`config.mk`:
```
export PLATFORM = sky130hd
export DESIGN_NAME = led_display_ctrl
export DESIGN_NICKNAME = d
export VERILOG_FILES = /design/src/rtl/led_pkg.sv /design/src/rtl/seg7_hex_decode.sv /design/src/rtl/led_display_ctrl.sv
export SDC_FILE = /design/constraint.sdc
export NUM_CORES = 1
export LEC_CHECK = 0
export CORE_MARGIN = 2
export CORE_UTILIZATION = 25
export CTS_BUF_LIST = sky130_fd_sc_hd__clkbuf_4
export DETAILED_ROUTE_END_ITERATION = 12
export MAX_ROUTING_LAYER = met4
export PLACE_DENSITY = 0.49
export SLEW_MARGIN = 20
export SYNTH_ARGS = -nofsm -noshare
export SYNTH_HDL_FRONTEND = slang
export SYNTH_HIERARCHICAL = 1
export SYNTH_SLANG_ARGS = --single-unit
```
`constraint.sdc`:
```
create_clock -name clk -period 9.1 [get_ports clk]
set_clock_uncertainty 0.05 [all_clocks]
set_input_delay 1.82 -clock clk [delete_from_list [all_inputs] [get_ports clk]]
set_output_delay 1.82 -clock clk [all_outputs]
set_load 0.01 [all_outputs]
```
`src/rtl/led_pkg.sv`:
```
// Shared constants, slot-state type and hex-to-segment mapping for the
// 8-digit multiplexed 7-segment display controller.
package led_pkg;

  localparam logic [7:0] SEG_BLANK  = 8'hFF;
  localparam logic [7:0] DIG_OFF    = 8'hFF;
  localparam int         WORD_W     = 32;
  localparam int         NUM_DIGITS = 8;

  typedef enum logic {
    BLANK = 1'b0,
    DRIVE = 1'b1
  } slot_state_e;

  // Active-low {a,b,c,d,e,f,g,dp}; dp is always held off.
  function automatic logic [7:0] hex_to_seg7(input logic [3:0] nib);
    logic [7:0] seg;
    case (nib)
      4'h0:    seg = 8'h03;
      4'h1:    seg = 8'h9F;
      4'h2:    seg = 8'h25;
      4'h3:    seg = 8'h0D;
      4'h4:    seg = 8'h99;
      4'h5:    seg = 8'h49;
      4'h6:    seg = 8'h41;
      4'h7:    seg = 8'h1B;
      4'h8:    seg = 8'h01;
      4'h9:    seg = 8'h09;
      4'hA:    seg = 8'h11;
      4'hB:    seg = 8'hC1;
      4'hC:    seg = 8'h63;
      4'hD:    seg = 8'h85;
      4'hE:    seg = 8'h61;
      4'hF:    seg = 8'h71;
      default: seg = SEG_BLANK;
    endcase
    return seg;
  endfunction

endpackage

```
`src/rtl/seg7_hex_decode.sv`:
```
// Combinational nibble-to-segment decoder; active-low outputs.
module seg7_hex_decode
  import led_pkg::*;
(
  input  logic [3:0] nibble,
  output logic [7:0] seg_n
);

  // Pure table lookup through the shared mapping function.
  always_comb begin
    seg_n = hex_to_seg7(nibble);
  end

endmodule

```
`src/rtl/led_display_ctrl.sv`:
```
// Display scan controller: per-frame snapshot of the granted source word,
// digit multiplexing with blanking, and hold-limited round-robin arbitration.
module led_display_ctrl
  import led_pkg::*;
#(
  parameter int NUM_SRC      = 4,
  parameter int PRESCALE     = 1000,
  parameter int BLANK_CYCLES = 16,
  parameter int HOLD_FRAMES  = 64
) (
  input  logic                      clk,
  input  logic                      rst_n,
  input  logic [NUM_SRC-1:0]        src_req,
  input  logic [WORD_W*NUM_SRC-1:0] src_data,
  output logic [NUM_SRC-1:0]        src_grant,
  output logic                      frame_done,
  output logic [7:0]                display_data,
  output logic [7:0]                display_en
);

  localparam int CNT_W  = $clog2(PRESCALE);
  localparam int IDX_W  = (NUM_SRC > 1) ? $clog2(NUM_SRC) : 1;
  localparam int HOLD_W = $clog2(HOLD_FRAMES + 1);

  localparam logic [CNT_W-1:0]  CNT_LAST  = CNT_W'(PRESCALE - 1);
  localparam logic [CNT_W-1:0]  CNT_BLANK = CNT_W'(BLANK_CYCLES);
  localparam logic [HOLD_W-1:0] HOLD_MAX  = HOLD_W'(HOLD_FRAMES);
  localparam logic [2:0]        DIG_LAST  = 3'd7;
  localparam slot_state_e       STATE_RST = (BLANK_CYCLES > 0) ? BLANK : DRIVE;

  logic [CNT_W-1:0]   cnt_q, cnt_d;
  logic [2:0]         dig_q, dig_d;
  slot_state_e        state_q, state_d;
  logic [WORD_W-1:0]  snap_q, snap_d;
  logic [HOLD_W-1:0]  hold_q, hold_d;
  logic [IDX_W-1:0]   owner_q, owner_d;
  logic [NUM_SRC-1:0] grant_q, grant_d;
  logic               frame_done_q, frame_done_d;
  logic [7:0]         data_q, data_d;
  logic [7:0]         en_q, en_d;

  logic               frame_end_s;
  logic               snap_load_s;
  logic [WORD_W-1:0]  owner_word_s;
  logic [WORD_W-1:0]  snap_eff_s;
  logic [3:0]         nibble_s;
  logic [7:0]         seg_s;
  logic               rearb_s;
  logic               found_s;
  logic [IDX_W-1:0]   winner_s;

  assign frame_end_s  = (cnt_q == CNT_LAST) && (dig_q == DIG_LAST);
  assign snap_load_s  = (cnt_q == '0) && (dig_q == 3'd0);
  assign owner_word_s = src_data[WORD_W*int'(owner_q) +: WORD_W];
  // On the snapshot cycle the live word is used so a zero-blank slot never shows stale data.
  assign snap_eff_s   = snap_load_s ? owner_word_s : snap_q;
  assign nibble_s     = snap_eff_s[{dig_q, 2'b00} +: 4];
  assign rearb_s      = ((int'(hold_q) + 32'sd1) >= HOLD_FRAMES) || !src_req[owner_q];

  seg7_hex_decode u_dec (
    .nibble (nibble_s),
    .seg_n  (seg_s)
  );

  // Slot and digit counters; the digit wraps naturally at 3 bits.
  always_comb begin
    cnt_d = cnt_q;
    dig_d = dig_q;
    if (cnt_q == CNT_LAST) begin
      cnt_d = '0;
      dig_d = dig_q + 3'd1;
    end else begin
      cnt_d = cnt_q + CNT_W'(1);
    end
    frame_done_d = (cnt_d == CNT_LAST) && (dig_d == DIG_LAST);
    snap_d       = snap_eff_s;
  end

  // Slot FSM next state and the pin values for the current slot position.
  always_comb begin
    state_d = state_q;
    en_d    = DIG_OFF;
    data_d  = SEG_BLANK;
    case (state_q)
      BLANK: begin
        if (cnt_d >= CNT_BLANK) begin
          state_d = DRIVE;
        end else begin
          state_d = BLANK;
        end
      end
      DRIVE: begin
        en_d   = ~(8'b0000_0001 << dig_q);
        data_d = seg_s;
        if ((BLANK_CYCLES > 0) && (cnt_d == '0)) begin
          state_d = BLANK;
        end else begin
          state_d = DRIVE;
        end
      end
      default: begin
        state_d = STATE_RST;
      end
    endcase
  end

  // Rotate-and-priority-encode: scan sources after the owner, owner last.
  always_comb begin
    found_s  = 1'b0;
    winner_s = owner_q;
    for (int k = 1; k <= NUM_SRC; k++) begin
      if (!found_s && src_req[IDX_W'((int'(owner_q) + k) % NUM_SRC)]) begin
        found_s  = 1'b1;
        winner_s = IDX_W'((int'(owner_q) + k) % NUM_SRC);
      end else begin
        found_s  = found_s;
      end
    end
  end

  // Grant and hold bookkeeping, evaluated only on the last cycle of a frame.
  always_comb begin
    owner_d = owner_q;
    grant_d = grant_q;
    hold_d  = hold_q;
    if (frame_end_s) begin
      if (rearb_s && found_s && (winner_s != owner_q)) begin
        owner_d = winner_s;
        grant_d = NUM_SRC'(1) << winner_s;
        hold_d  = '0;
      end else if (hold_q != HOLD_MAX) begin
        hold_d = hold_q + HOLD_W'(1);
      end else begin
        hold_d = hold_q;
      end
    end else begin
      hold_d = hold_q;
    end
  end

  // State register with synchronous active-low reset.
  always_ff @(posedge clk) begin
    if (!rst_n) begin
      cnt_q        <= '0;
      dig_q        <= 3'd0;
      state_q      <= STATE_RST;
      snap_q       <= '0;
      hold_q       <= '0;
      owner_q      <= '0;
      grant_q      <= NUM_SRC'(1);
      frame_done_q <= 1'b0;
      data_q       <= SEG_BLANK;
      en_q         <= DIG_OFF;
    end else begin
      cnt_q        <= cnt_d;
      dig_q        <= dig_d;
      state_q      <= state_d;
      snap_q       <= snap_d;
      hold_q       <= hold_d;
      owner_q      <= owner_d;
      grant_q      <= grant_d;
      frame_done_q <= frame_done_d;
      data_q       <= data_d;
      en_q         <= en_d;
    end
  end

  assign src_grant    = grant_q;
  assign frame_done   = frame_done_q;
  assign display_data = data_q;
  assign display_en   = en_q;

endmodule

```
Word level (Yosys, flattened, before mapping)

Memory sizes are Yosys's and may differ from the RTL's. A register that Yosys moved wholly into a read port is not among the register bits.
Index checks and enable logic that the tools add are counted.

Flip-flop bits (word level): 76
ROM bits: 112
Output and inout bits: 21
Memories kept: 1

Memory list:

| memory           | depth | width | read ports | clocked after Yosys merged registers in | write ports | line          | RTL |
|---|---|---|---|---|---|---|---|
| (name not given) | 16    | 7     | 1          | 1                                       | 0           | led_pkg.sv:18 | `case (nib)` |

$add $sub $neg: 8
$lt $le $gt $ge: 7
Equal/unequal tests: 6
Shifts and indexed selects: 4
Mux-type cells: 30
Bitwise operators: 2
Reduce and logical (&&, ||, !) cells: 21

Operator list:

| kind                                                                                 | number |
|---|---|
| 128-bit by 8-bit indexed part select with 32-bit output                              | 1 |
| 32-bit 2-to-1 mux                                                                    | 1 |
| 32-bit by 6-bit indexed part select with 4-bit output                                | 1 |
| 10-bit == test, second input constant                                                | 2 |
| 10-bit logical NOT                                                                   | 2 |
| 2-bit by 4-bit < comparator with 1-bit output, second input constant                 | 4 |
| 1-bit 2-to-1 mux                                                                     | 15 |
| 7-bit 2-to-1 mux                                                                     | 2 |
| 10-bit by 1-bit adder with 10-bit output, second input constant                      | 1 |
| 1-bit binary-select mux with 2-bit select                                            | 5 |
| 10-bit by 5-bit greater-or-equal comparator with 1-bit output, second input constant | 1 |
| 10-bit 2-to-1 mux                                                                    | 1 |
| 7-bit by 1-bit adder with 8-bit output, second input constant                        | 1 |
| 8-bit by 7-bit greater-or-equal comparator with 1-bit output, second input constant  | 1 |
| 1-bit logical AND                                                                    | 8 |
| 2-bit 2-to-1 mux                                                                     | 4 |
| 8-bit NOT                                                                            | 1 |
| 1-bit by 3-bit left shift with 8-bit output, first input constant                    | 1 |
| 7-bit by 1-bit adder with 7-bit output, second input constant                        | 1 |
| 7-bit inequality test, second input constant                                         | 1 |
| 3-bit == test, second input constant                                                 | 2 |
| 2-bit AND reduction                                                                  | 3 |
| 1-bit logical NOT                                                                    | 5 |
| 2-bit by 1-bit adder with 2-bit output, second input constant                        | 2 |
| 11 further kinds                                                                     | 12 |

Depth between registers and ports, before layout

Gate-level depths: netlist of run 1.

Depth in word-level cells: 18
Gate-level depth with buffers: 16

Cells and area by module

Netlist of run 1, hierarchy kept.

By module, submodules not included:

| module           | times used | cells an instance | area each (µm²) | seq. area each (µm²) |
|---|---|---|---|---|
| led_display_ctrl | 1          | 452               | 4,366.7         | 1,521.5 |
| seg7_hex_decode  | 1          | 32                | 259.0           | 0.0 |

Worst setup path before layout of run 1

OpenSTA, ideal clock, no wires.

Kind: input-to-reg
From: in src_data[44]
To: reg data_q[4] (netlist: display_data[4])
Setup time: 126 ps
Data arrival time: 3,868 ps
Data required time: 8,924 ps
Path slack: 5,055 ps
Stages: 9
Buffers on the path: 0
Cell sequence: mux4_2 -> mux2i_1 -> a22o_1 -> nor3_1 -> inv_1 -> ha_1 -> inv_1 -> mux4_2 -> nand2b_1

Cells in the longest elaborated chain, start to end: 3

Ends and longest elaborated chain:

| element                                                 | line                   | RTL |
|---|---|---|
| from (decl)                                             | led_display_ctrl.sv:14 | `input logic [WORD_W*NUM_SRC-1:0] src_data,` |
| 128-bit by 8-bit indexed part select with 32-bit output | led_display_ctrl.sv:54 | `assign owner_word_s = src_data[WORD_W*int'(owner_q) +: WORD_W];` |
| 32-bit 2-to-1 mux                                       | led_display_ctrl.sv:56 | `assign snap_eff_s = snap_load_s ? owner_word_s : snap_q;` |
| 32-bit by 6-bit indexed part select with 4-bit output   | led_display_ctrl.sv:57 | `assign nibble_s = snap_eff_s[{dig_q, 2'b00} +: 4];` |
| named net nibble_s[0]                                   | led_display_ctrl.sv:46 | `logic [3:0] nibble_s;` |
| to (decl)                                               | led_display_ctrl.sv:39 | `logic [7:0] data_q, data_d;` |

The timed path passes the listed nets, and every way through them passes these cells.
A chain may end at the register's enable or synchronous reset.

Worst setup path in the final report of run 1

From: reg dig_q[1]
To: reg data_q[4] (netlist: display_data[4])

Cells in the longest elaborated chain, start to end: 4

Ends and longest elaborated chain:

| element                                                 | line                    | RTL |
|---|---|---|
| from (decl)                                             | led_display_ctrl.sv:32  | `logic [2:0] dig_q, dig_d;` |
| from (signal assigned)                                  | led_display_ctrl.sv:156 | `dig_q <= dig_d;` |
| 3-bit logical NOT                                       | led_display_ctrl.sv:53  | `assign snap_load_s = (cnt_q == '0) && (dig_q == 3'd0);` |
| 1-bit logical AND                                       | led_display_ctrl.sv:53  |  |
| 32-bit 2-to-1 mux                                       | led_display_ctrl.sv:56  |  |
| 32-bit by 6-bit indexed part select with 4-bit output * | led_display_ctrl.sv:57  |  |
| named net nibble_s[0]                                   | led_display_ctrl.sv:46  |  |

The timed path passes the listed nets; every way through them passes the cells marked *.

==> insert_results.sql, run 1 <==
INSERT INTO impl_metrics (metric_group, metric, value, unit) VALUES
('logic_synthesis', 'syn_nets', '636', ''),
('die', 'cell_rows', '49', ''),
('die', 'die_height', '140', 'um'),
('critical_path', 'worstSetupEndpointType', 'register', ''),
('clock_tree', 'cts.sinks', '76', ''),
('timing', 'min_period', '4.70', 'ns'),
('timing', 'tightest_pin_transition', '0.899', 'ns'),
('grt', 'grt_start_max_net_pins', '41', ''),
('die', 'die-width', '140', 'um'),
('clock_tree', 'number_of_buffers_created_by_cts', '9', ''),
('drt', 'post_detailed_route_count_of_antenna_violating_nets', '0', ''),
('clock_tree', 'cts.htree.levels', '3', ''),
('timing', 'slew_violations', '0', ''),
('clock_tree', 'worst_skew_pair.late_latency', '0.43', 'ns'),
('logic_synthesis', 'post_synth_num_cell_types', '60', ''),
('logic_synthesis', 'yosys.area.top_type', 'dfxtp_1', ''),
('drt', 'wl', '13200', 'um'),
('die', 'fp.coreArea', '0.0181', 'mm^2'),
('critical_path', 'crit_path_start_kind', 'register', ''),
('critical_path', 'worst-setup-path-type', 'register to register', ''),
('grt', 'grt_overflow', '0', ''),
('cells_and_area', 'layout_commonest_cell', 'clkdlybuf4s50_1', ''),
('drt', 'dr_drc_count', '0', ''),
('cells_and_area', 'final_cell_mix', 'clkdlybuf4s50_1, dfxtp_1, nand2_1', ''),
('timing', 'final_setup_fails', '0', ''),
('critical_path', 'critPathArrivalTime', '4.95', 'ns'),
('power', 'p_leak', '2.27', 'nW'),
('logic_synthesis', 'synthesis.area_per_instance', '9.56', 'um^2'),
('run', 'max_cap_violations', '0', ''),
('logic_synthesis', 'synth_top_area_share', '32.9', '%'),
('logic_synthesis', 'syn_inst', '484', ''),
('logic_synthesis', 'synthArstFlopShare', '0', '%'),
('grt', 'groute.usage.overall', '14.1', '%'),
('clock_tree', 'cts.reportedPaths.clkPinSlew', '0.12', 'ns'),
('drt', 'dr_total_vias', '4166', ''),
('timing', 'fin_ws', '4.40', 'ns'),
('timing', 'fin_crit_sh', '51.6', '%'),
('clock_tree', 'post_cts_setup_buffers', '0', ''),
('place', 'port-buffer-count', '154', ''),
('die', 'floorplan.io_pins', '155', ''),
('cells_and_area', 'nets', '776', ''),
('power', 'power.density', '115', 'mW/mm^2'),
('die', 'floorplan.initialDensity', '25.6', '%'),
('drt', 'drt_pass1_iterations', '6', ''),
('logic_synthesis', 'ys.flop_type', 'dfxtp_1', ''),
('grt', 'wire_length_of_the_first_global_routing_pass', '21500', 'um'),
('clock_tree', 'resized_gates_after_cts', '0', ''),
('timing', 'rsz0062_at_grt', 'no', ''),
('drt', 'drt_iter0_drc', '271', ''),
('critical_path', 'critical_path_required', '9.35', 'ns'),
('place', 'globalplace.congestion', '0.837', ''),
('clock_tree', 'ctsRootBufferMaster', 'clkbuf_4', ''),
('clock_tree', 'cts.hold.buffers_added', '0', ''),
('cells_and_area', 'synthToLayoutAreaGrowth', '40.1', '%'),
('timing', 'finalHoldViolations', '0', ''),
('place', 'dp_hpwl', '10200', 'um'),
('timing', 'slew-limit-headroom', '39.6', '%'),
('logic_synthesis', 'synth-edff-count', '0', ''),
('critical_path', 'worst-path-max-fanout', '20', ''),
('status', 'status', 'finished clean', ''),
('grt', 'number_of_global_route_vias_before_repair', '4253', ''),
('logic_synthesis', 'yosys-top-cells-area', 'dfxtp_1, mux4_2, mux2i_1, ha_1, nand2_1', ''),
('place', 'post-place-ws', '4.17', 'ns'),
('drt', 'route.detailed.wl_per_inst', '15.3', 'um'),
('hold_path', 'hold_class', 'register to register', ''),
('timing', 'tns', '0', 'ns'),
('drt', 'via_per_inst', '4.86', ''),
('clock_tree', 'clock_tree_from_tritoncts', 'built', ''),
('die', 'die_area', '0.0196', 'mm^2'),
('logic_synthesis', 'synth.ff_latch_count', '76', ''),
('timing', 'fmax', '213', 'MHz'),
('cells_and_area', 'final_layout_size_suffix_gt1_share', '10.8', '%'),
('logic_synthesis', 'synth_sequential_area_ratio', '32.9', '%'),
('grt', 'grt_antenna_before_repair', '1', ''),
('logic_synthesis', 'yosysWarnings', '6', ''),
('cells_and_area', 'final.fill_count', '1820', ''),
('clock_tree', 'ctsLongestPathBuffers', '2', ''),
('power', 'irDropWorstVdd', '56.5', 'uV'),
('logic_synthesis', 'synth.cell_area', '0.00463', 'mm^2');
==> cell usage after synthesis (2+ instances only) <==
| cell | number |
|---|---|
| nor4b_1 | 2 |
| buf_1 | 2 |
| dfxtp_1 | 76 |
| and2_1 | 13 |
| o32ai_1 | 2 |
| buf_2 | 10 |
| and3_1 | 5 |
| a21o_1 | 3 |
| a32o_1 | 5 |
| nand3_1 | 18 |
| a31oi_1 | 2 |
| mux2_2 | 4 |
| or4b_1 | 2 |
| a22o_1 | 3 |
| mux4_2 | 34 |
| mux2i_1 | 25 |
| o31ai_1 | 4 |
| or2_2 | 2 |
| nor2b_1 | 5 |
| xnor2_1 | 5 |
| o22a_1 | 2 |
| o221ai_1 | 3 |
| clkbuf_1 | 14 |
| nor2_1 | 47 |
| nor3b_1 | 2 |
| buf_6 | 2 |
| nand4_1 | 3 |
| o21a_1 | 3 |
| nand2b_1 | 13 |
| inv_1 | 16 |
| a21oi_1 | 26 |
| o22ai_1 | 6 |
| nand2_1 | 50 |
| o211ai_1 | 5 |
| ha_1 | 18 |
| buf_4 | 3 |
| nor3_1 | 10 |
| xor2_1 | 6 |
| o21ai_1 | 2 |
| o21ai_0 | 11 |
==> flip-flops by register name, indices dropped and copies added, names as in the netlist <==
register	cells
display_data	8
owner_q	2
display_en	8
dig_q	3
cnt_q	10
snap_q	32
hold_q	7
src_grant	4
state_q	1
frame_done	1
==> worst max-delay path: stages (launching register included) <==
cell and delay, ns:
dfxtp_1 0.42, inv_1 0.19, ha_1 0.24, nor4bb_1 0.46, nand3_1 0.65, a32o_1 0.47, a21o_1 0.15, nor3_1 0.73
inv_1 0.21, ha_1 0.34, inv_1 0.05, mux4_2 0.46, nand2b_1 0.15
==> worst paths after layout <==
path / startpoint / to / slack [ns] / cells after the start
hold reg to reg: snap_q[23]$_SDFF_PN0_ / snap_q[23]$_SDFF_PN0_ / 0.41 / 2
setup reg to reg: dig_q[1]$_SDFF_PN0_ / display_data[4]$_SDFF_PN1_ / 4.40 / 12
setup / recovery: dig_q[1]$_SDFF_PN0_ / display_data[4]$_SDFF_PN1_ / 4.40 / 12
hold / removal: snap_q[23]$_SDFF_PN0_ / snap_q[23]$_SDFF_PN0_ / 0.41 / 2
==> stage by stage <==
stage	utilization, %	total power, W	area (um^2)	std cells	hold slack, ns
6_report	35.8	0.000742	6480	858	0.409
5_1_grt	35.8	0.000787	6480	858	0.438
4_1_cts	35.8	0.000753	6480	857	0.413
3_5_place_dp	35.1	0.000545	6350	842	0.397
3_3_place_gp	35.1	0.000541	6350	842	0.389
2_1_floorplan	-	0.000462	4630	484	0.381
==> power breakdown <==
group	internal (W)	switching [W]	leakage, nW
clock network	0.0000841	0.000122	0.0659
registers	0.000347	0.00000667	0.621
logic	0.000106	0.0000764	1.58
total	0.000537	0.000205	2.27
==> area by class of cell <==
class	count	area (um^2)	area share, %
Antenna cell	1	2.50	0.0386
Clock buffer	10	75.1	1.16
Clock inverter	5	53.8	0.830
Inverter	16	60.1	0.927
Multi-Input combinational cell	360	2880	44.5
Sequential cell	76	1520	23.5
Tap cell	229	287	4.42
Timing Repair Buffer	161	1590	24.6
==> layer usage <==
metal / up-vias / routed length (um) / global-route usage [%]
li1: 2039 / - / -
met1: 1982 / 6010 / 17.9
met2: 133 / 6390 / 23.0
met3: 12 / 570 / 2.29
met4: 0 / 180 / 4.25
met5: - / 0 / -
==> kinds of logic after synthesis <==
logic type               Yosys count  share of synthesized area (%)
buffers and inverters             48                           4.76
XOR/XNOR                          11                           2.08
flip-flops                        76                           32.9
adder cells (fa/ha/maj)           18                           4.87
AO/OA/AOI/OAI                     86                           12.8
multiplexers                      63                           22.9
AND/OR/NAND/NOR                  181                           19.6
other                              1                         0.0811
Note: power is estimated with default switching activity, not from simulation.
==> run 2: changes to the inputs <==
PLACE_DENSITY = 0.51   (was 0.49)
clock period = 4.3 ns   (was 9.1 ns; I/O delays follow)
==> insert_results.sql, run 2 (synthesis results as in run 1) <==
INSERT INTO impl_metrics (metric_group, metric, value, unit) VALUES
('status', 'status', 'finished with violations', ''),
('status', 'violations', 'design-rule violations', ''),
('drt', 'via_per_inst', '4.84', ''),
('die', 'floorplan.initialDensity', '25.6', '%'),
('place', 'detailed_place.area', '0.00639', 'mm^2'),
('grt', 'wire_length_of_the_first_global_routing_pass', '21200', 'um'),
('clock_tree', 'ctsLongestPathBuffers', '2', ''),
('critical_path', 'worst-setup-path-type', 'register to register', ''),
('critical_path', 'r2r_cells', '13', ''),
('place', 'globalplace.congestion', '0.782', ''),
('clock_tree', 'cts.hold.buffers_added', '0', ''),
('cells_and_area', 'largest_register_ffs', '32', ''),
('clock_tree', 'resized_gates_after_cts', '0', ''),
('cells_and_area', 'layout_commonest_cell', 'clkdlybuf4s50_1', ''),
('drt', 'dr_total_vias', '4181', ''),
('timing', 'tns', '0', 'ns'),
('cells_and_area', 'final_layout_size_suffix_gt1_share', '11.5', '%'),
('grt', 'groute.usage.overall', '14.2', '%'),
('die', 'floorplan.io_pins', '155', ''),
('critical_path', 'critPathArrivalTime', '3.97', 'ns'),
('timing', 'slew_violations', '0', ''),
('power', 'power.density', '237', 'mW/mm^2'),
('drt', 'post_detailed_route_count_of_antenna_violating_nets', '0', ''),
('cells_and_area', 'final_cell_mix', 'clkdlybuf4s50_1, dfxtp_1, nand2_1', ''),
('run', 'max_cap_violations', '0', ''),
('power', 'p_leak', '2.28', 'nW'),
('timing', 'final_setup_fails', '0', ''),
('drt', 'wl', '13400', 'um'),
('grt', 'number_of_global_route_vias_before_repair', '4113', ''),
('critical_path', 'worst-path-max-fanout', '33', ''),
('cells_and_area', 'nets', '780', ''),
('power', 'irDropWorstVdd', '94.0', 'uV'),
('clock_tree', 'clock_tree_from_tritoncts', 'built', ''),
('hold_path', 'min_path_cells', '2', ''),
('cells_and_area', 'largest-register', 'snap_q', ''),
('clock_tree', 'ctsRootBufferMaster', 'clkbuf_4', ''),
('timing', 'slew-limit-headroom', '45.4', '%'),
('clock_tree', 'cts.htree.levels', '3', ''),
('die', 'fp.coreArea', '0.0181', 'mm^2'),
('cells_and_area', 'final.fill_count', '1798', ''),
('critical_path', 'worstSetupEndpointType', 'register', ''),
('clock_tree', 'post_cts_setup_buffers', '0', ''),
('grt', 'grt_overflow', '0', ''),
('cells_and_area', 'synthToLayoutAreaGrowth', '40.7', '%'),
('grt', 'grt_antenna_before_repair', '1', ''),
('timing', 'rsz0062_at_grt', 'no', ''),
('clock_tree', 'cts.sinks', '76', ''),
('die', 'die_area', '0.0196', 'mm^2'),
('hold_path', 'hold_class', 'register to register', ''),
('place', 'port-buffer-count', '154', ''),
('drt', 'route.detailed.wl_per_inst', '15.5', 'um'),
('drt', 'drt_pass1_iterations', '10', ''),
('timing', 'fmax', '271', 'MHz'),
('cells_and_area', 'area_of_the_multi_input_gates', '0.00288', 'mm^2'),
('clock_tree', 'cts.reportedPaths.clkPinSlew', '0.14', 'ns'),
('place', 'dp_hpwl', '10800', 'um'),
('drt', 'drt_iter0_drc', '200', ''),
('cells_and_area', 'layout.area.seq', '0.00152', 'mm^2'),
('critical_path', 'crit_path_start_kind', 'register', ''),
('timing', 'finalHoldViolations', '0', ''),
('grt', 'grt_start_max_net_pins', '34', ''),
('timing', 'min_period', '3.69', 'ns'),
('die', 'die-width', '140', 'um'),
('cells_and_area', 'post-route-cell-area', '0.00651', 'mm^2'),
('timing', 'tightest_pin_transition', '0.811', 'ns'),
('die', 'die_height', '140', 'um'),
('timing', 'fin_crit_sh', '85.9', '%'),
('critical_path', 'critical_path_required', '4.57', 'ns'),
('clock_tree', 'number_of_buffers_created_by_cts', '9', ''),
('drt', 'dr_drc_count', '4', ''),
('die', 'cell_rows', '49', ''),
('cells_and_area', 'top_flop_regs', 'snap_q: 32 flops, cnt_q: 10 flops', ''),
('clock_tree', 'worst_skew_pair.late_latency', '0.45', 'ns');
## run 2: changes by cell type in the layout (fill, tap and decap cells not counted), sizes merged
cell / previous run / this run
buf: 7 / 11
inv: 16 / 17
bufinv: 1 / 0
clkinvlp: 2 / 3
## run 2: routing by layer
metal / GRT usage [%] / wire (um) / share of wire [%] / up-vias
met5: - / 0 / 0 / -
li1: - / - / - / 2055
met4: 4.89 / 155 / 1.2 / 0
met1: 18.3 / 6140 / 46 / 1957
met3: 2.39 / 747 / 5.6 / 10
met2: 22.6 / 6340 / 47 / 159
## run 2: worst paths after layout
| kind | to | slack (ns) | from |
|---|---|---|---|
| worst min-delay path | snap_q[16]$_SDFF_PN0_ | 0.41 | snap_q[16]$_SDFF_PN0_ |
| worst max register to register | display_data[4]$_SDFF_PN1_ | 0.61 | dig_q[1]$_SDFF_PN0_ |
| worst max-delay path | display_data[4]$_SDFF_PN1_ | 0.61 | dig_q[1]$_SDFF_PN0_ |
| worst min register to register | snap_q[16]$_SDFF_PN0_ | 0.41 | snap_q[16]$_SDFF_PN0_ |
## run 2: worst max-delay path, stage by stage, from the launching register on
cell and delay [ns]:
dfxtp_1 0.42, inv_1 0.16, ha_1 0.21, nor4bb_1 0.42, and3_1 0.28, buf_12 0.22, mux2_2 0.37, o32a_1 0.29
and4_1 0.27, inv_1 0.12, ha_1 0.12, inv_1 0.05, mux4_2 0.43, nand2b_1 0.15
## run 2: area by class of cell
type | count | area share (%)
Timing Repair Buffer | 165 | 25.1
Antenna cell | 1 | 0.0384
Sequential cell | 76 | 23.4
Clock inverter | 6 | 0.615
Inverter | 16 | 0.923
Tap cell | 229 | 4.40
Multi-Input combinational cell | 360 | 44.3
Clock buffer | 10 | 1.15
## run 2: per-stage QoR
step	cells	setup slack, ns	total power (W)	utilization (%)	hold slack, ns
floorplan	484	0.413	0.000978	-	0.381
global placement	846	0.638	0.00115	35.3	0.388
detailed placement	846	0.617	0.00116	35.3	0.396
CTS	862	0.574	0.00156	36.0	0.415
global route	863	0.375	0.00163	36.0	0.435
finish	863	0.606	0.00154	36.0	0.414
## run 2: power by group
part	internal (W)	switching (W)
Clock	0.000124	0.000271
Sequential	0.000734	0.0000147
Combinational	0.000233	0.000163
Total	0.00109	0.000449
